--- src/rtl/shot_scheduler.sv ---
// Player shot slot pool: rate-limited allocation on fire, upward motion per tick,
// retirement on leaving the top of the screen or on a collision report.
module shot_scheduler #(
  parameter int NSLOT    = 4,
  parameter int COOLDOWN = 8,
  parameter int SPEED    = 4,
  parameter int XOFF     = 20
) (
  input  logic                  clk22,
  input  logic                  rst_n,
  input  logic                  gameover,
  input  logic                  fire,
  input  logic                  tick,
  input  logic [9:0]            reimux,
  input  logic [9:0]            reimuy,
  input  logic                  hit_valid,
  input  logic [2:0]            hit_slot,
  output logic [NSLOT-1:0]      shot_valid,
  output logic [10*NSLOT-1:0]   shot_x,
  output logic [10*NSLOT-1:0]   shot_y,
  output logic                  fire_ack,
  output logic                  pool_full
);

  logic [NSLOT-1:0]       valid_q, valid_d;
  logic [NSLOT-1:0][9:0]  x_q, x_d;
  logic [NSLOT-1:0][9:0]  y_q, y_d;
  logic [7:0]             cd_q, cd_d;
  logic                   ack_q, ack_d;
  logic [NSLOT-1:0]       hit_vec;
  logic                   alloc_ok;
  logic                   found;

  assign shot_valid = valid_q;
  assign shot_x     = x_q;
  assign shot_y     = y_q;
  assign fire_ack   = ack_q;
  assign pool_full  = &valid_q;

  // Allocation looks only at registered valids, so a slot freed this cycle is reusable next cycle.
  assign alloc_ok = fire && (cd_q == 8'd0) && !pool_full;

  always_comb begin
    // NOTE: every combinational output gets a default first so no path leaves it unassigned (no latch).
    valid_d = valid_q;
    x_d     = x_q;
    y_d     = y_q;
    ack_d   = 1'b0;
    cd_d    = (cd_q != 8'd0) ? cd_q - 8'd1 : cd_q;
    hit_vec = '0;
    found   = 1'b0;

    for (int i = 0; i < NSLOT; i++) begin
      if (hit_valid && (hit_slot == 3'(i)))
        hit_vec[i] = 1'b1;
    end

    if (gameover) begin
      valid_d = '0;
      x_d     = '0;
      y_d     = '0;
      cd_d    = 8'd0;
    end else begin
      for (int i = 0; i < NSLOT; i++) begin
        if (hit_vec[i]) begin
          valid_d[i] = 1'b0;
        end else if (tick && valid_q[i]) begin
          if (y_q[i] < 10'(SPEED))
            valid_d[i] = 1'b0;
          else
            y_d[i] = y_q[i] - 10'(SPEED);
        end
      end

      // Free slots are dead in valid_q, so neither tick nor hit touches the one allocated here.
      if (alloc_ok) begin
        for (int i = 0; i < NSLOT; i++) begin
          if (!found && !valid_q[i]) begin
            found      = 1'b1;
            valid_d[i] = 1'b1;
            x_d[i]     = reimux + 10'(XOFF);
            y_d[i]     = reimuy;
          end
        end
        ack_d = 1'b1;
        cd_d  = 8'(COOLDOWN);
      end
    end
  end

  // NOTE: sequential state uses non-blocking assignments so all registers update together.
  always_ff @(posedge clk22 or negedge rst_n) begin
    if (!rst_n) begin
      // NOTE: slot coordinates are reset too, since they are visible outputs with defined reset values.
      valid_q <= '0;
      x_q     <= '0;
      y_q     <= '0;
      cd_q    <= 8'd0;
      ack_q   <= 1'b0;
    end else begin
      valid_q <= valid_d;
      x_q     <= x_d;
      y_q     <= y_d;
      cd_q    <= cd_d;
      ack_q   <= ack_d;
    end
  end

endmodule

--- config.mk ---
export PLATFORM = sky130hd
export DESIGN_NAME = shot_scheduler
export DESIGN_NICKNAME = d
export VERILOG_FILES = /design/src/rtl/shot_scheduler.sv
export SDC_FILE = /design/constraint.sdc
export NUM_CORES = 1
export LEC_CHECK = 0
export ABC_AREA = 1
export BUFFER_PORTS_ARGS = -buffer_cell sky130_fd_sc_hd__buf_2
export CAP_MARGIN = 40
export CORE_UTILIZATION = 59
export DETAILED_ROUTE_END_ITERATION = 6
export PLACE_DENSITY_LB_ADDON = 0.2
export SYNTH_ARGS = -nofsm -noshare
export SYNTH_HDL_FRONTEND = slang
export SYNTH_SLANG_ARGS = --single-unit
--- constraint.sdc ---
create_clock -name clk22 -period 4.7 [get_ports clk22]
set_input_delay 0.235 -clock clk22 [delete_from_list [all_inputs] [get_ports clk22]]
set_output_delay 0.235 -clock clk22 [all_outputs]
set_load 0.01 [all_outputs]
==> results of run 1 <==
[state kept, by name, summed over array words and instances (netlist names)]
register and flops:
cd_q 8, fire_ack 1, shot_valid 4, shot_x 40, shot_y 40
[per-layer routing]
| metal | track usage (%) | part of all wire (%) | vias to the layer above |
|---|---|---|---|
| met5 | 0 | 0 | - |
| met4 | 14.8 | 2.8 | 0 |
| met3 | 5.26 | 7.5 | 42 |
| met2 | 52.3 | 47 | 230 |
| met1 | 42.7 | 42 | 2419 |
| li1 | - | - | 2476 |
[area by class of cell]
| cell class | count | area, sq um | share of cell area, % |
|---|---|---|---|
| timing repair buffer | 117 | 618 | 10.3 |
| clock buffer | 9 | 124 | 2.07 |
| inverter | 87 | 327 | 5.45 |
| tap | 105 | 131 | 2.19 |
| multi-input combinational | 510 | 2390 | 39.9 |
| sequential | 93 | 2330 | 38.9 |
| clock inverter | 7 | 68.8 | 1.15 |
[worst max-delay path by stage]
| stage | startpoint | to | slack, ns | depth (start not counted) |
|---|---|---|---|---|
| 2_1_floorplan | cd_q[0] | shot_x[15] | 3.06 | 10 |
| 3_3_place_gp | cd_q[0] | shot_x[28] | 2.69 | 9 |
| 3_5_place_dp | cd_q[0] | shot_x[23] | 2.63 | 9 |
| 4_1_cts | cd_q[0] | shot_x[23] | 2.61 | 9 |
| 5_1_grt | cd_q[0] | shot_x[23] | 2.47 | 9 |
| 6_report | cd_q[0] | shot_x[23] | 2.58 | 9 |
[report_power, final]
part,internal (uW),total [uW],switching (uW)
Combinational,254,748,494
Clock,205,536,330
Sequential,896,979,82.8
[critical path: stages, from the launching register on]
cell,delay (ns)
dfrtp_1,0.40
inv_1,0.09
ha_1,0.28
nand3_4,0.13
nor2_8,0.23
nand3_2,0.27
nand2_1,0.18
inv_2,0.18
nand2_1,0.13
o21ai_1,0.09
[synthesized netlist by cell type (6+ instances only)]
library cell  count  share of area, %
nand2_1         230                17
dfrtp_1          93                45
inv_1            82               6.0
nor2_1           73               5.3
nand3_1          66               6.4
o21ai_0          39               3.8
o21ai_1          28               2.7
a21oi_1          14               1.4
nand4_1          13               1.6
buf_2             6              0.58
ha_1              6               1.5
nor3_1            6              0.58
[kinds of logic after synthesis]
kind of cell             after synthesis  synth area share (%)
AND/OR/NAND/NOR                      409                  34.9
buffers and inverters                104                  8.51
flip-flops                            93                  45.1
AO/OA/AOI/OAI                         92                  9.56
adder cells (fa/ha/maj)                6                  1.46
XOR/XNOR                               3                 0.509
[what timing repair did]
item | 4_1_cts | 5_1_grt
hold endpoints to repair | 43 | 0
hold buffers | 1 | 0
resized for setup | 0 | 0
[stage by stage]
step	hold WS (ns)	power, uW	std cells
3_5_place_dp	0.273	1730	911
6_report	0.0911	2260	928
2_1_floorplan	-0.0606	1520	707
5_1_grt	0.0968	2400	928
4_1_cts	0.0770	2260	928
3_3_place_gp	0.259	1700	910
==> reports/qor.yml, run 1 <==
run_status:
  outcome: "finished with violations"
  violations: "DRC"
setup_path:
  cp.arrival_ns: 2.37
  rr_worst_depth: 9
  worstSetupStartpointType: "register"
  critPathCaptureType: "register"
  worst-setup-path-type: "register to register"
  reg2reg_from: "cd_q[0]"
  worstReg2RegEnd: "shot_x[23]"
  reg2reg_slack_ns: 2.58
  worstPathRequired_ns: 4.96
  path_max_fanout: 22
die:
  core_sq_um: 8340
  die_x_um: 95.5
  die_area_sq_um: 9120
  start_util_pct: 61.9
  rows: 33
  chipHeight_um: 95.5
  io_pins: 115
run:
  cap_viol_max_count: 0
sta:
  hold_viol: 0
  finalSetupTns_ns: 0
  finalClockSkew_ns: 0.0118
  setup_viol: 0
  period_needed_ns: 2.12
  worstMarginPinSlew_ns: 0.647
  rsz0062_at_grt: "false"
  worst_slack_ns: 2.58
  maxSlewHeadroom_pct: 56.9
  drv_slew: 0
  fmax_ghz: 0.472
  fin_crit_sh_pct: 45.1
clock_network:
  clk_latency_ns: 0.38
  cts_root_buffer: "clkbuf_8"
  cts_buffers: 9
  cts.clk_slew.worst_paths_ns: 0.10
  cts_tree: "yes"
  cts.path.max_buffers: 2
  cts_setup_buffers: 0
  clock_sinks: 93
  htree_levels: 3
power_and_ir_drop:
  power.leakage_uw: 0.00339
  vdd_drop_max_uv: 443
  p_per_area_nw_per_um2: 378
worst_hold_path:
  hold_depth: 2
  hp-class: "primary input to register"
  min_from: "reimux[2]"
  hold_end: "shot_x[32]"
synth:
  syn_area_per_cell_sq_um: 7.30
  synthCells: 707
  synth.distinct_cells: 30
  synth_area_sq_um: 5160
  synth_edf_count: 0
  syn-num-nets: 742
  yosysWarningCount: 0
  seq_area_frac_synth_pct: 45.1
  synth_seq_cells: 93
  ys.flop_type: "dfrtp_1"
  async_flop_share_pct: 100
place:
  port_buffers: 114
  place.gp.congestion: 0.914
  dp_hpwl_um: 10400
  placed_area_sq_um: 5790
  pre_cts_slack_ns: 2.63
grt:
  grt_pass1_vias: 4764
  grt_first_pass_wirelength_um: 22300
  grt_usage_pct: 32.4
  overflow: 0
  grt_max_degree: 51
  antenna_found_initial: 0
route:
  wire_per_inst_um: 15.4
  vias: 5167
  dr.pass1.iters: 7
  drc: 2
  vias_per_cell: 5.57
  drtIter0Drc: 337
  wl_um: 14300
  antenna_left: 0
finish:
  drive_gt1_share_pct: 19.1
  stdcell_area_sq_um: 5990
  final_nets: 853
  final_util_pct: 71.8
  antenna_cells: 0
  layout_common_cells: "nand2_1, buf_2, dfrtp_1, inv_1, nor2_1"
  final_common_cell: "nand2_1"
  syn_to_final_growth_pct: 16.1
  fill_cells: 694
Power figures use the tool's default switching activity.
==> run 2, diff against run 1 <==
- ABC_AREA: 1 -> 0
- CORE_UTILIZATION: 59 -> 54
- clock period: 4.7 -> 2.1 ns (I/O delays scaled with it)
==> run 2 against run 1 <==
The run now ends clean. Die area grew 2.4%. Non-clock buffer count is 34 higher. Maximum frequency is 7.7% higher. Worst setup slack lost 2.4 ns. Register-to-register slack got worse by 2.4 ns. Largest cell class unchanged. Cell area is 0.29% lower. Synthesized area decreased by 6.2%. Global-route usage decreased by 1.9 points. Clock power grew 130%. First-iteration DRC count is 10% lower. Clock skew rose by 0.0018 ns. Sequential share of layout area grew 0.11 points.
==> reports/qor.yml, run 2 <==
sta:
  rsz0062_at_grt: "false"  # unchanged
  setup_viol: 0  # unchanged
  worstMarginPinSlew_ns: 0.727  # was 0.647 ns
  fmax_ghz: 0.509  # was 0.472 GHz
  finalClockSkew_ns: 0.0136  # was 0.0118 ns
  period_needed_ns: 1.97  # was 2.12 ns
  maxSlewHeadroom_pct: 50.9  # was 56.9%
  hold_viol: 0  # unchanged
  fin_hold_ws_ns: 0.00995  # was 0.0911 ns
  fin_crit_sh_pct: 93.6  # was 45.1%
  finalSetupTns_ns: 0  # unchanged
  drv_slew: 0  # unchanged
  worst_slack_ns: 0.134  # was 2.58 ns
clock_network:
  cts.path.max_buffers: 2  # unchanged
  cts.clk_slew.worst_paths_ns: 0.09  # was 0.10 ns
  cts_root_buffer: "clkbuf_8"  # unchanged
  htree_levels: 3  # unchanged
  clock_sinks: 93  # unchanged
  cts_buffers: 9  # unchanged
  clk_latency_ns: 0.36  # was 0.38 ns
  cts_tree: "yes"  # unchanged
power_and_ir_drop:
  power_uw: 5180  # was 2260 uW
  vdd_drop_max_uv: 396  # was 443 uV
  p_per_area_nw_per_um2: 867  # was 378 nW/um^2
  power.leakage_uw: 0.00289  # was 0.00339 uW
synth:
  ys_top_cells_by_area: "dfrtp_1, nand2_1, a21oi_1"  # was dfrtp_1, nand2_1, nand3_1
  seq_area_frac_synth_pct: 48.1  # was 45.1%
  synth_area_sq_um: 4840  # was 5160 sq um
  yosysTopAreaCellShare_pct: 48.1  # was 45.1%
  ys.flop_type: "dfrtp_1"  # unchanged
  yosysTopAreaCell: "dfrtp_1"  # unchanged
  synth_edf_count: 0  # unchanged
  synth_most_common_cell: "dfrtp_1"  # was nand2_1
  synthCells: 524  # was 707
  async_flop_share_pct: 100  # unchanged
  synth.distinct_cells: 56  # was 30
  syn-num-nets: 559  # was 742
  syn_area_per_cell_sq_um: 9.23  # was 7.30 sq um
  synth_seq_cells: 93  # unchanged
  netlist_top_cells_count: "dfrtp_1, nand2_1, nor2_1"  # was nand2_1, dfrtp_1, inv_1
  yosysWarningCount: 0  # unchanged
place:
  port_buffers: 114  # unchanged
  place.gp.congestion: 0.906  # was 0.914
  dp_hpwl_um: 9930  # was 10400 um
  pre_cts_slack_ns: 0.0181  # was 2.63 ns
route:
  vias_per_cell: 6.08  # was 5.57
  antenna_left: 0  # unchanged
  vias: 4715  # was 5167
  dr.pass1.iters: 5  # was 7
  drtIter0Drc: 303  # was 337
  wl_um: 14100  # was 14300 um
  wire_per_inst_um: 18.2  # was 15.4 um
  drc: 0  # was 2
finish:
  final_common_cell: "buf_2"  # was nand2_1
  syn_to_final_growth_pct: 23.4  # was 16.1%
  layout_common_cells: "buf_2, dfrtp_1, nand2_1, nor2_1, a21oi_1"  # was nand2_1, buf_2, dfrtp_1, inv_1, nor2_1
  drive_gt1_share_pct: 27.4  # was 19.1%
  final_nets: 697  # was 853
  antenna_cells: 0  # unchanged
setup_path:
  worstSetupStartpointType: "register"  # unchanged
  cp.arrival_ns: 2.21  # was 2.37 ns
  critPathCaptureType: "register"  # unchanged
  worstPathRequired_ns: 2.35  # was 4.96 ns
  worst-setup-path-type: "register to register"  # unchanged
  path_max_fanout: 10  # was 22
worst_hold_path:
  hp-class: "primary input to register"  # unchanged
die:
  die_area_sq_um: 9340  # was 9120 sq um
  core_sq_um: 8680  # was 8340 sq um
  chipHeight_um: 96.7  # was 95.5 um
  die_x_um: 96.7  # was 95.5 um
  start_util_pct: 55.8  # was 61.9%
  io_pins: 115  # unchanged
  rows: 34  # was 33
grt:
  antenna_found_initial: 0  # unchanged
  grt_usage_pct: 30.5  # was 32.4%
  grt_first_pass_wirelength_um: 22900  # was 22300 um
  grt_max_degree: 46  # was 51
  overflow: 0  # unchanged
  grt_pass1_vias: 4511  # was 4764
run_status:
  outcome: "finished, final reports clean"  # was finished with violations
run:
  cap_viol_max_count: 0  # unchanged
## run 2: cell count changes in the layout (fill, tap and decap cells not counted), moves of 28 or more
cell,previous run,this run
nand3_1,66,8
a21oi_1,14,45
buf_4,2,32
o21ai_1,28,0
nand2_1,230,73
inv_1,82,11
## run 2: power by group
part	total, uW	switching [uW]	internal, uW
clock network	1210	653	560
registers	2170	198	1970
logic	1790	1030	766
## run 2: cell families (layout without fill, tap and decap cells)
group                    count (synthesis)  count (layout)  share of synthesized area, %
AND/OR/NAND/NOR                        243             243                          27.4
AO/OA/AOI/OAI                          116             116                          14.5
flip-flops                              93              93                          48.1
buffers and inverters                   36             179                          2.92
XOR/XNOR                                26              26                          4.71
adder cells (fa/ha/maj)                  6               6                          1.55
multiplexers                             4               4                         0.853
## run 2: area by class of cell
class / count / area, sq um
Clock buffer: 10 / 128
Clock inverter: 6 / 71.3
Inverter: 12 / 45.0
Fill cell: 698 / 2710
Multi-Input combinational cell: 395 / 2400
Sequential cell: 93 / 2330
Tap cell: 108 / 135
Timing Repair Buffer: 151 / 868
## run 2: path summary, 6_finish.rpt
kind                               start    endpoint  slack (ns)  cells past startpoint
max                        shot_valid[1]  shot_y[17]        0.13                      5
min                            reimuy[1]  shot_y[31]        0.01                      3
max reg2reg                shot_valid[1]  shot_y[17]        0.13                      5
min reg2reg                    shot_x[8]   shot_x[8]        0.49                      2
max in group asynchronous          rst_n  shot_x[24]        1.22                      3
min in group asynchronous          rst_n  shot_x[29]        0.20                      2
## run 2: per-layer routing
metal,global-route usage [%],vias up,routed length [um]
met2,49.3,250,6820
li1,-,2143,-
met5,0,-,0
met1,41.8,2294,5840
met3,5.27,28,1190
met4,10.1,0,252
## run 2: repair_timing
item | in CTS | in global routing
gates cloned | 0 | 2
gates resized for setup | 1 | 7
hold endpoints to repair | 22 | 0
pin swaps | 0 | 1
hold buffers | 1 | 0
endpoints found under the setup margin | 1 | 69
buffers inserted | 0 | 2
## run 2: critical path, stage by stage, from the launching register on
cell,delay (ns)
dfrtp_1,0.57
nor4bb_1,0.51
nor4bb_1,0.42
xor2_1,0.14
a22oi_1,0.17
nor2_1,0.06
## run 2: metrics by stage
| stage | instance area (sq um) | std cells | util [%] |
|---|---|---|---|
| final | 5970 | 775 | 68.8 |
| after global routing | 5970 | 775 | 68.8 |
| after CTS | 5920 | 771 | 68.2 |
| after detailed placement | 5700 | 754 | 65.7 |
| after global placement | 5700 | 754 | 65.7 |
| after floorplan | 4840 | 524 | - |
